**config.mk**
```make
export PLATFORM = sky130hd
export DESIGN_NAME = pito_uart_mmio
export DESIGN_NICKNAME = d
export VERILOG_FILES = /design/src/rtl/pito_uart_mmio.sv
export SDC_FILE = /design/constraint.sdc
export NUM_CORES = 1
export LEC_CHECK = 0
export CAP_MARGIN = 20
export CORE_UTILIZATION = 54
export DETAILED_ROUTE_END_ITERATION = 12
export PLACE_DENSITY = 0.82
export SYNTH_ARGS = -nofsm -noshare
export SYNTH_HDL_FRONTEND = slang
export SYNTH_SLANG_ARGS = --single-unit
```
**constraint.sdc**
```tcl
create_clock -name clk -period 3.7 [get_ports clk]
set_input_delay 0.555 -clock clk [delete_from_list [all_inputs] [get_ports clk]]
set_output_delay 0.555 -clock clk [all_outputs]
set_load 0.01 [all_outputs]
```
**src/rtl/pito_uart_mmio.sv**
```systemverilog
// Memory-mapped 8N1 UART for the pito data port: DATA/STATUS/DIV/CTRL window,
// TX/RX byte FIFOs, runtime baud divisor, sticky error flags and a level interrupt.

module pito_uart_fifo #(
  parameter int DEPTH = 16
) (
  input  logic       clk,
  input  logic       rst,
  input  logic       flush,
  input  logic       push,
  input  logic [7:0] din,
  input  logic       pop,
  output logic [7:0] dout,
  output logic       empty,
  output logic       full
);
  localparam int AW = $clog2(DEPTH);
  localparam int CW = AW + 1;

  logic [7:0]    mem [DEPTH];
  logic [AW-1:0] wr_ptr, rd_ptr;
  logic [CW-1:0] count;
  logic          do_push, do_pop;

  assign empty   = (count == '0);
  assign full    = (count == CW'(DEPTH));
  assign do_push = push && !full;
  assign do_pop  = pop && !empty;
  assign dout    = mem[rd_ptr];

  always_ff @(posedge clk) begin
    if (rst || flush) begin
      wr_ptr <= '0;
      rd_ptr <= '0;
      count  <= '0;
    end else begin
      if (do_push) wr_ptr <= wr_ptr + 1'b1;
      if (do_pop)  rd_ptr <= rd_ptr + 1'b1;
      count <= count + CW'(do_push) - CW'(do_pop);
    end
  end

  always_ff @(posedge clk) begin
    if (do_push) mem[wr_ptr] <= din;
  end
endmodule

module pito_uart_mmio #(
  parameter logic [31:0] BASE_ADDR   = 32'h8000_0000,
  parameter int          TX_DEPTH    = 16,
  parameter int          RX_DEPTH    = 16,
  parameter int          DIV_WIDTH   = 16,
  parameter int          DEFAULT_DIV = 868
) (
  input  logic        clk,
  input  logic        rst,
  input  logic        req,
  input  logic        we,
  input  logic [31:0] addr,
  input  logic [31:0] wdata,
  input  logic [3:0]  be,
  output logic [31:0] rdata,
  output logic        hit,
  output logic        tx,
  input  logic        rx,
  output logic        irq
);
  typedef enum logic [1:0] {TX_IDLE, TX_START, TX_DATA, TX_STOP} tx_state_t;
  typedef enum logic [1:0] {RX_IDLE, RX_START, RX_DATA, RX_STOP} rx_state_t;

  // Bus handshake: a request is taken in the single cycle where req && hit is high;
  // the peripheral is always ready, and read data appears on rdata the next cycle.
  logic       acc, wr, rd;
  logic [1:0] sel;
  assign hit = (addr[31:4] == BASE_ADDR[31:4]);
  assign acc = req && hit;
  assign wr  = acc && we;
  assign rd  = acc && !we;
  assign sel = addr[3:2];

  logic addr_unused;
  assign addr_unused = ^addr[1:0];

  logic [DIV_WIDTH-1:0] div, eff_div;
  logic [3:0]           ctrl;
  logic                 tx_en, rx_en;
  logic                 rx_overrun, frame_err, tx_overflow;
  assign tx_en   = ctrl[0];
  assign rx_en   = ctrl[1];
  assign eff_div = (div < DIV_WIDTH'(2)) ? DIV_WIDTH'(2) : div;

  logic flush, tx_push, tx_pop, rx_push, rx_pop, status_rd;
  logic tx_empty, tx_full, rx_empty, rx_full;
  logic [7:0] tx_dout, rx_dout;
  assign flush     = wr && (sel == 2'd3) && be[0] && wdata[4];
  assign tx_push   = wr && (sel == 2'd0) && be[0];
  assign rx_pop    = rd && (sel == 2'd0);
  assign status_rd = rd && (sel == 2'd1);

  // ---------------- TX path ----------------
  tx_state_t            tx_state, tx_state_n;
  logic [DIV_WIDTH-1:0] tx_cnt, tx_cnt_n, tx_div, tx_div_n;
  logic [2:0]           tx_bit, tx_bit_n;
  logic [7:0]           tx_sh, tx_sh_n;
  logic                 tx_last, tx_busy;
  assign tx_last = (tx_cnt == tx_div - 1'b1);
  assign tx_busy = (tx_state != TX_IDLE);

  always_ff @(posedge clk) begin
    if (rst) begin
      tx_state <= TX_IDLE;
      tx_cnt   <= '0;
      tx_div   <= '0;
      tx_bit   <= '0;
      tx_sh    <= '0;
    end else begin
      tx_state <= tx_state_n;
      tx_cnt   <= tx_cnt_n;
      tx_div   <= tx_div_n;
      tx_bit   <= tx_bit_n;
      tx_sh    <= tx_sh_n;
    end
  end

  always_comb begin
    tx_state_n = tx_state;
    tx_cnt_n   = tx_cnt;
    tx_div_n   = tx_div;
    tx_bit_n   = tx_bit;
    tx_sh_n    = tx_sh;
    tx_pop     = 1'b0;
    unique case (tx_state)
      TX_IDLE: begin
        // Divisor is latched here so a DIV write only affects the next frame.
        if (tx_en && !tx_empty && !flush) begin
          tx_pop     = 1'b1;
          tx_state_n = TX_START;
          tx_cnt_n   = '0;
          tx_sh_n    = tx_dout;
          tx_div_n   = eff_div;
        end
      end
      TX_START: begin
        if (tx_last) begin
          tx_state_n = TX_DATA;
          tx_cnt_n   = '0;
          tx_bit_n   = '0;
        end else tx_cnt_n = tx_cnt + 1'b1;
      end
      TX_DATA: begin
        if (tx_last) begin
          tx_cnt_n = '0;
          tx_sh_n  = {1'b0, tx_sh[7:1]};
          if (tx_bit == 3'd7) tx_state_n = TX_STOP;
          else tx_bit_n = tx_bit + 1'b1;
        end else tx_cnt_n = tx_cnt + 1'b1;
      end
      TX_STOP: begin
        if (tx_last) tx_state_n = TX_IDLE;
        else tx_cnt_n = tx_cnt + 1'b1;
      end
      default: tx_state_n = TX_IDLE;
    endcase
  end

  always_comb begin
    tx = 1'b1;
    if (tx_state == TX_START) tx = 1'b0;
    else if (tx_state == TX_DATA) tx = tx_sh[0];
  end

  pito_uart_fifo #(.DEPTH(TX_DEPTH)) u_tx_fifo (
    .clk(clk), .rst(rst), .flush(flush), .push(tx_push), .din(wdata[7:0]),
    .pop(tx_pop), .dout(tx_dout), .empty(tx_empty), .full(tx_full)
  );

  // ---------------- RX path ----------------
  logic rx_s1, rx_s2, rx_s3;
  always_ff @(posedge clk) begin
    if (rst) begin
      rx_s1 <= 1'b1;
      rx_s2 <= 1'b1;
      rx_s3 <= 1'b1;
    end else begin
      rx_s1 <= rx;
      rx_s2 <= rx_s1;
      rx_s3 <= rx_s2;
    end
  end

  rx_state_t            rx_state, rx_state_n;
  logic [DIV_WIDTH-1:0] rx_cnt, rx_cnt_n, rx_div, rx_div_n, rx_half;
  logic [2:0]           rx_bit, rx_bit_n;
  logic [7:0]           rx_sh, rx_sh_n;
  logic                 rx_wait, rx_wait_n, rx_last;
  logic                 overrun_set, frame_set;
  assign rx_half = rx_div >> 1;
  assign rx_last = (rx_cnt == rx_div - 1'b1);

  always_ff @(posedge clk) begin
    if (rst) begin
      rx_state <= RX_IDLE;
      rx_cnt   <= '0;
      rx_div   <= '0;
      rx_bit   <= '0;
      rx_sh    <= '0;
      rx_wait  <= 1'b0;
    end else begin
      rx_state <= rx_state_n;
      rx_cnt   <= rx_cnt_n;
      rx_div   <= rx_div_n;
      rx_bit   <= rx_bit_n;
      rx_sh    <= rx_sh_n;
      rx_wait  <= rx_wait_n;
    end
  end

  always_comb begin
    rx_state_n  = rx_state;
    rx_cnt_n    = rx_cnt;
    rx_div_n    = rx_div;
    rx_bit_n    = rx_bit;
    rx_sh_n     = rx_sh;
    rx_wait_n   = rx_wait;
    rx_push     = 1'b0;
    overrun_set = 1'b0;
    frame_set   = 1'b0;
    unique case (rx_state)
      RX_IDLE: begin
        if (rx_en && rx_s3 && !rx_s2) begin
          rx_state_n = RX_START;
          rx_cnt_n   = '0;
          rx_div_n   = eff_div;
        end
      end
      RX_START: begin
        // Mid-bit check of the start bit; a high line here was only a glitch.
        if (rx_cnt == rx_half - 1'b1) begin
          rx_cnt_n   = '0;
          rx_bit_n   = '0;
          rx_state_n = rx_s2 ? RX_IDLE : RX_DATA;
        end else rx_cnt_n = rx_cnt + 1'b1;
      end
      RX_DATA: begin
        if (rx_last) begin
          rx_cnt_n = '0;
          rx_sh_n  = {rx_s2, rx_sh[7:1]};
          if (rx_bit == 3'd7) rx_state_n = RX_STOP;
          else rx_bit_n = rx_bit + 1'b1;
        end else rx_cnt_n = rx_cnt + 1'b1;
      end
      RX_STOP: begin
        if (rx_wait) begin
          if (rx_s2) begin
            rx_state_n = RX_IDLE;
            rx_wait_n  = 1'b0;
          end
        end else if (rx_last) begin
          if (rx_s2) begin
            rx_push     = 1'b1;
            overrun_set = rx_full;
            rx_state_n  = RX_IDLE;
          end else begin
            frame_set = 1'b1;
            rx_wait_n = 1'b1;
          end
        end else rx_cnt_n = rx_cnt + 1'b1;
      end
      default: rx_state_n = RX_IDLE;
    endcase
  end

  pito_uart_fifo #(.DEPTH(RX_DEPTH)) u_rx_fifo (
    .clk(clk), .rst(rst), .flush(flush), .push(rx_push), .din(rx_sh),
    .pop(rx_pop), .dout(rx_dout), .empty(rx_empty), .full(rx_full)
  );

  // ---------------- Registers and read port ----------------
  logic [7:0]  status;
  logic [31:0] rd_word, div_cur32, div_wr32;
  logic        div_unused;
  assign status = {tx_overflow, frame_err, tx_busy, rx_overrun,
                   rx_full, rx_empty, tx_empty, tx_full};
  assign div_cur32  = 32'(div);
  assign div_unused = ^div_wr32;

  always_comb begin
    for (int i = 0; i < 4; i++)
      div_wr32[8*i +: 8] = be[i] ? wdata[8*i +: 8] : div_cur32[8*i +: 8];
  end

  always_comb begin
    rd_word = '0;
    case (sel)
      2'd0:    rd_word = rx_empty ? 32'h0 : {23'b0, 1'b1, rx_dout};
      2'd1:    rd_word = {24'b0, status};
      2'd2:    rd_word = div_cur32;
      default: rd_word = {28'b0, ctrl};
    endcase
  end

  always_ff @(posedge clk) begin
    if (rst) begin
      rdata       <= '0;
      irq         <= 1'b0;
      div         <= DIV_WIDTH'(DEFAULT_DIV);
      ctrl        <= 4'b0011;
      rx_overrun  <= 1'b0;
      frame_err   <= 1'b0;
      tx_overflow <= 1'b0;
    end else begin
      rdata <= rd ? rd_word : 32'h0;
      irq   <= (ctrl[2] && !rx_empty) || (ctrl[3] && tx_empty && !tx_busy);
      if (wr && sel == 2'd2) div <= div_wr32[DIV_WIDTH-1:0];
      if (wr && sel == 2'd3 && be[0]) ctrl <= wdata[3:0];
      // A set in the same cycle as the clearing STATUS read wins.
      rx_overrun  <= (rx_overrun  && !status_rd) || overrun_set;
      frame_err   <= (frame_err   && !status_rd) || frame_set;
      tx_overflow <= (tx_overflow && !status_rd) || (tx_push && tx_full);
    end
  end
endmodule

```
==> summary.txt, run 1 <==
Run status
  • Status: finished, final reports clean

Placed design
  • GPL Wtd Cong: a little under 0.9
  • DP Wirelength: around 30 mm
  • Placement Setup Slack: -76.1 ps
  • Placed Cells: just over 2,000
  • IO Port Bufs: slightly above 70

Layout
  • Share of cells above drive strength 1: ~17%
  • Area growth, synth to finish: 15.7%
  • Storage element area: between 10,000 and 15,000 um2
  • Diode count: 0
  • Core Util, Final: roughly 64%
  • Multi-input logic area: 7630 um2
  • # nets final: 1,728
  • Non-filler cells, final: around 2,100
  • Fill count: 2,437

Timing
  • Slew Limit Headroom: roughly 36%
  • Fmax: 281 MHz
  • Final setup vio count: 0
  • Final hold viol count: 0
  • Final worst slack: between 100 and 150 ps
  • Skew final: 18.6 ps
  • Final Critical Period: about 3600 ps
  • Final Cycle Share: between 90% and 100%
  • RSZ-0062 raised after global routing: false
  • Worst-margin pin slew: a little under 1000 ps
  • Min Hold Slack: 415 ps
  • Slew Limit Fails: 0

Global route
  • GRT Total Usage: between 20% and 30%
  • Initial antenna violation count: 0
  • Vias in the first global route: between 10,000 and 15,000
  • Pin count of the biggest net entering global routing: 78
  • Global-route wire length before repair: ~70 mm
  • Grt total ovfl: 0

Logic synthesis
  • Synth Flop Type: edfxtp_1
  • Synth Area per Inst: approximately 13 um2
  • Post-Synthesis Cells: roughly 1,500
  • Post-synth EDFFs: around 260
  • Synth cell types: 87
  • Post-synthesis async set-or-reset flop share: 0%
  • Top post-synthesis cells by area: edfxtp_1 (40%), dfxtp_1 (17%), mux4_2 (9.4%), mux2i_1 (3.1%), nor2_1 (2.6%)
  • Register area share after synthesis: between 50% and 60%
  • Synth Register Bits: 424
  • Synth area leader: edfxtp_1
  • Synthesis Warnings: 0
  • Synth top area share: 40.0%
  • Cell area after synthesis: ~19,000 um2

Clock network
  • Worst-path clk slew: roughly 60 ps
  • Clock buffer depth: 3
  • Cts hold-fix bufs: 0
  • H-tree levels: 2
  • Sink Count: roughly 420
  • CTS tree: yes
  • CTS Buf Count: between 40 and 50
  • Clock root buffer: clkbuf_16
  • Clk_lat worst skew: 550 ps

Setup path
  • CP Launch Type: register
  • R2R depth: 14
  • Arr. time, crit path: about 4000 ps
  • Crit-path max FO: 7
  • WP data required: 4110 ps
  • CP Cell Sequence: or4_1, or4_1, o211ai_1, a31oi_1, nand3_1, nor4_2, buf_4, ha_1, fa_1, a21oi_1, nor2_1, nor2_1, xnor2_1, nor2_1
  • Worst path max stage delay: 690 ps
  • Crit Path Category: reg -> reg
  • CP max-delay cell: or4_1
  • Crit path top cell by count: nor2_1
  • Crit end category: register

Hold path
  • Hold Crit Depth: 1
  • Tightest Hold Check Type: reg -> reg

Floorplanning
  • Core box area: around 35,000 um2
  • Die Y-Extent: approximately 190 um
  • Starting density of the core: a little under three fifths
  • Io pins: between 100 and 150
  • FP Rows: 68
  • Chip width: around 190 um
  • Die area: between 30,000 and 40,000 um2

Routing
  • Per-cell routed wire length: roughly 21 um
  • Pre-antenna DRT Iters: 5
  • Routed WL: ~45 mm
  • 1st-iter DRT viols: roughly 1,100
  • Vias/cell: just over 6
  • Post-DRT Antenna Nets: 0
  • Number of vias after detailed routing: between 10,000 and 15,000
  • Drt drc: 0

Power
  • VDD IR-drop max: 0.370 mV
  • Power per standard cell area: around 540 nW/um2
  • Pleak: just under 0.008 uW

Flow run
  • Max-cap check violation count: 0
cell families after synthesis:
| group | share of synthesized area (%) |
|---|---|
| AOI/OAI and AO/OA | 7.08 |
| xor gates and xnor gates | 3.46 |
| adders and majority gates | 2.55 |
| buffers and inverters | 3.37 |
| DFF | 57.5 |
| muxes | 12.6 |
| other | 0.0195 |
| and+or+nand+nor | 13.5 |
routing by layer:
| layer | wire length [um] | part of all wire [%] | track usage [%] | vias up |
|---|---|---|---|---|
| met5 | 0 | 0 | 0 | - |
| met4 | 1110 | 2.5 | 6.89 | 0 |
| met3 | 2870 | 6.4 | 3.17 | 85 |
| met2 | 22900 | 51 | 44.3 | 513 |
| met1 | 17800 | 40 | 31.3 | 6346 |
| li1 | - | - | - | 5830 |
state kept, by name (all words and copies together), names as in the netlist, 5 cells and up, named ones only:
| register | cells |
|---|---|
| rx_cnt | 16 |
| rx_sh | 8 |
| u_tx_fifo.count | 5 |
| u_rx_fifo.mem | 128 |
| rx_div | 16 |
| tx_sh | 8 |
| div | 16 |
| tx_cnt | 16 |
| u_tx_fifo.mem | 128 |
| u_rx_fifo.count | 5 |
| tx_div | 16 |
| rdata | 16 |
through the flow:
stage | total power (uW) | area (um2) | TNS [ps]
after detailed placement | 7660 | 20800 | -78.6
after global placement | 7570 | 20800 | 0
after CTS | 11900 | 22200 | 0
final | 11900 | 22200 | 0
after floorplan | 7090 | 19300 | 0
after global routing | 12400 | 22200 | 0
power by group:
group | internal, uW | switching (uW)
logic | 1100 | 1250
clock network | 2500 | 1780
registers | 5120 | 163
final cells by class:
class	instances	area share, %
flip-flops and latches	424	49.7
well taps	455	2.56
inverters	45	0.759
repair buffers	149	6.42
clock buffers	56	5.23
clock inverters	20	1.01
multi-input cells	956	34.3
cells in the mapped netlist, types with 13 or more instances:
cell      count
o31ai_1      14
and2_1       22
xor2_1       34
nor2_1      133
nor3_1       22
nand4_1      19
xnor2_1      42
ha_1         36
a21oi_1      53
a211oi_1     17
edfxtp_1    256
mux2i_1      60
clkbuf_1     59
buf_4        16
mux4_2       80
nand3_1      39
o21ai_0      17
buf_2        13
inv_1        45
or4_1        18
nor4_1       18
nand2_1     107
dfxtp_1     168
and3_1       42
worst max-delay path, delay by kind of cell (launching register included):
family | cells | cell delay [ps]
flops | 1 | 390
xor+xnor | 1 | 130
fa+ha+maj | 2 | 630
compound gates | 3 | 430
buf+inv | 1 | 140
simple gates | 7 | 1700
placed cells by master, fill, tap and decap left out, types with 8 or more instances in the layout:
cell type        instances
and2_1                  22
o21ai_0                 17
nand2_1                107
a211oi_1                16
clkinv_2                 9
a21oi_1                 53
nand2b_1                10
mux4_2                  80
nor2_1                 133
clkbuf_16               42
buf_12                  11
edfxtp_1               256
mux2i_1                 60
o31ai_1                 12
conb_1                  16
nand3b_1                10
nand4_1                 19
and3_1                  42
xnor2_1                 42
clkdlybuf4s50_1         70
nor3_1                  20
nor4_1                  16
o211ai_1                 8
ha_1                    36
nor2b_1                  8
or4_1                   18
inv_1                   45
dfxtp_1                166
clkbuf_1                 8
buf_4                   67
xor2_1                  34
nand3_1                 39
or2_2                    8
timing repair:
item,CTS,global route
gates resized for setup,1,4
cloned,0,0
endpoints found under the setup margin,3,28
pin swaps,0,1
setup buffers,0,1
worst paths after layout:
path | start | endpoint | slack [ps]
worst min-delay path | rx_s1 | rx_s2 | 420
worst max-delay path | rx_div[7] | u_rx_fifo.count[4] | 150
worst min register to register | rx_s1 | rx_s2 | 420
worst max register to register | rx_div[7] | u_rx_fifo.count[4] | 150
(Power assumes the default switching activity.)
==> run 2, diff against run 1 <==
- SLEW_MARGIN: unset -> 20
==> results of run 2 <==
Same layout as run 1: the final DEF is identical, and so are final timing and power.
==> run 3, diff against run 2 <==
- CAP_MARGIN: 20 -> 10
==> results of run 3 <==
Same layout as run 1: the final DEF is identical, and so are final timing and power.
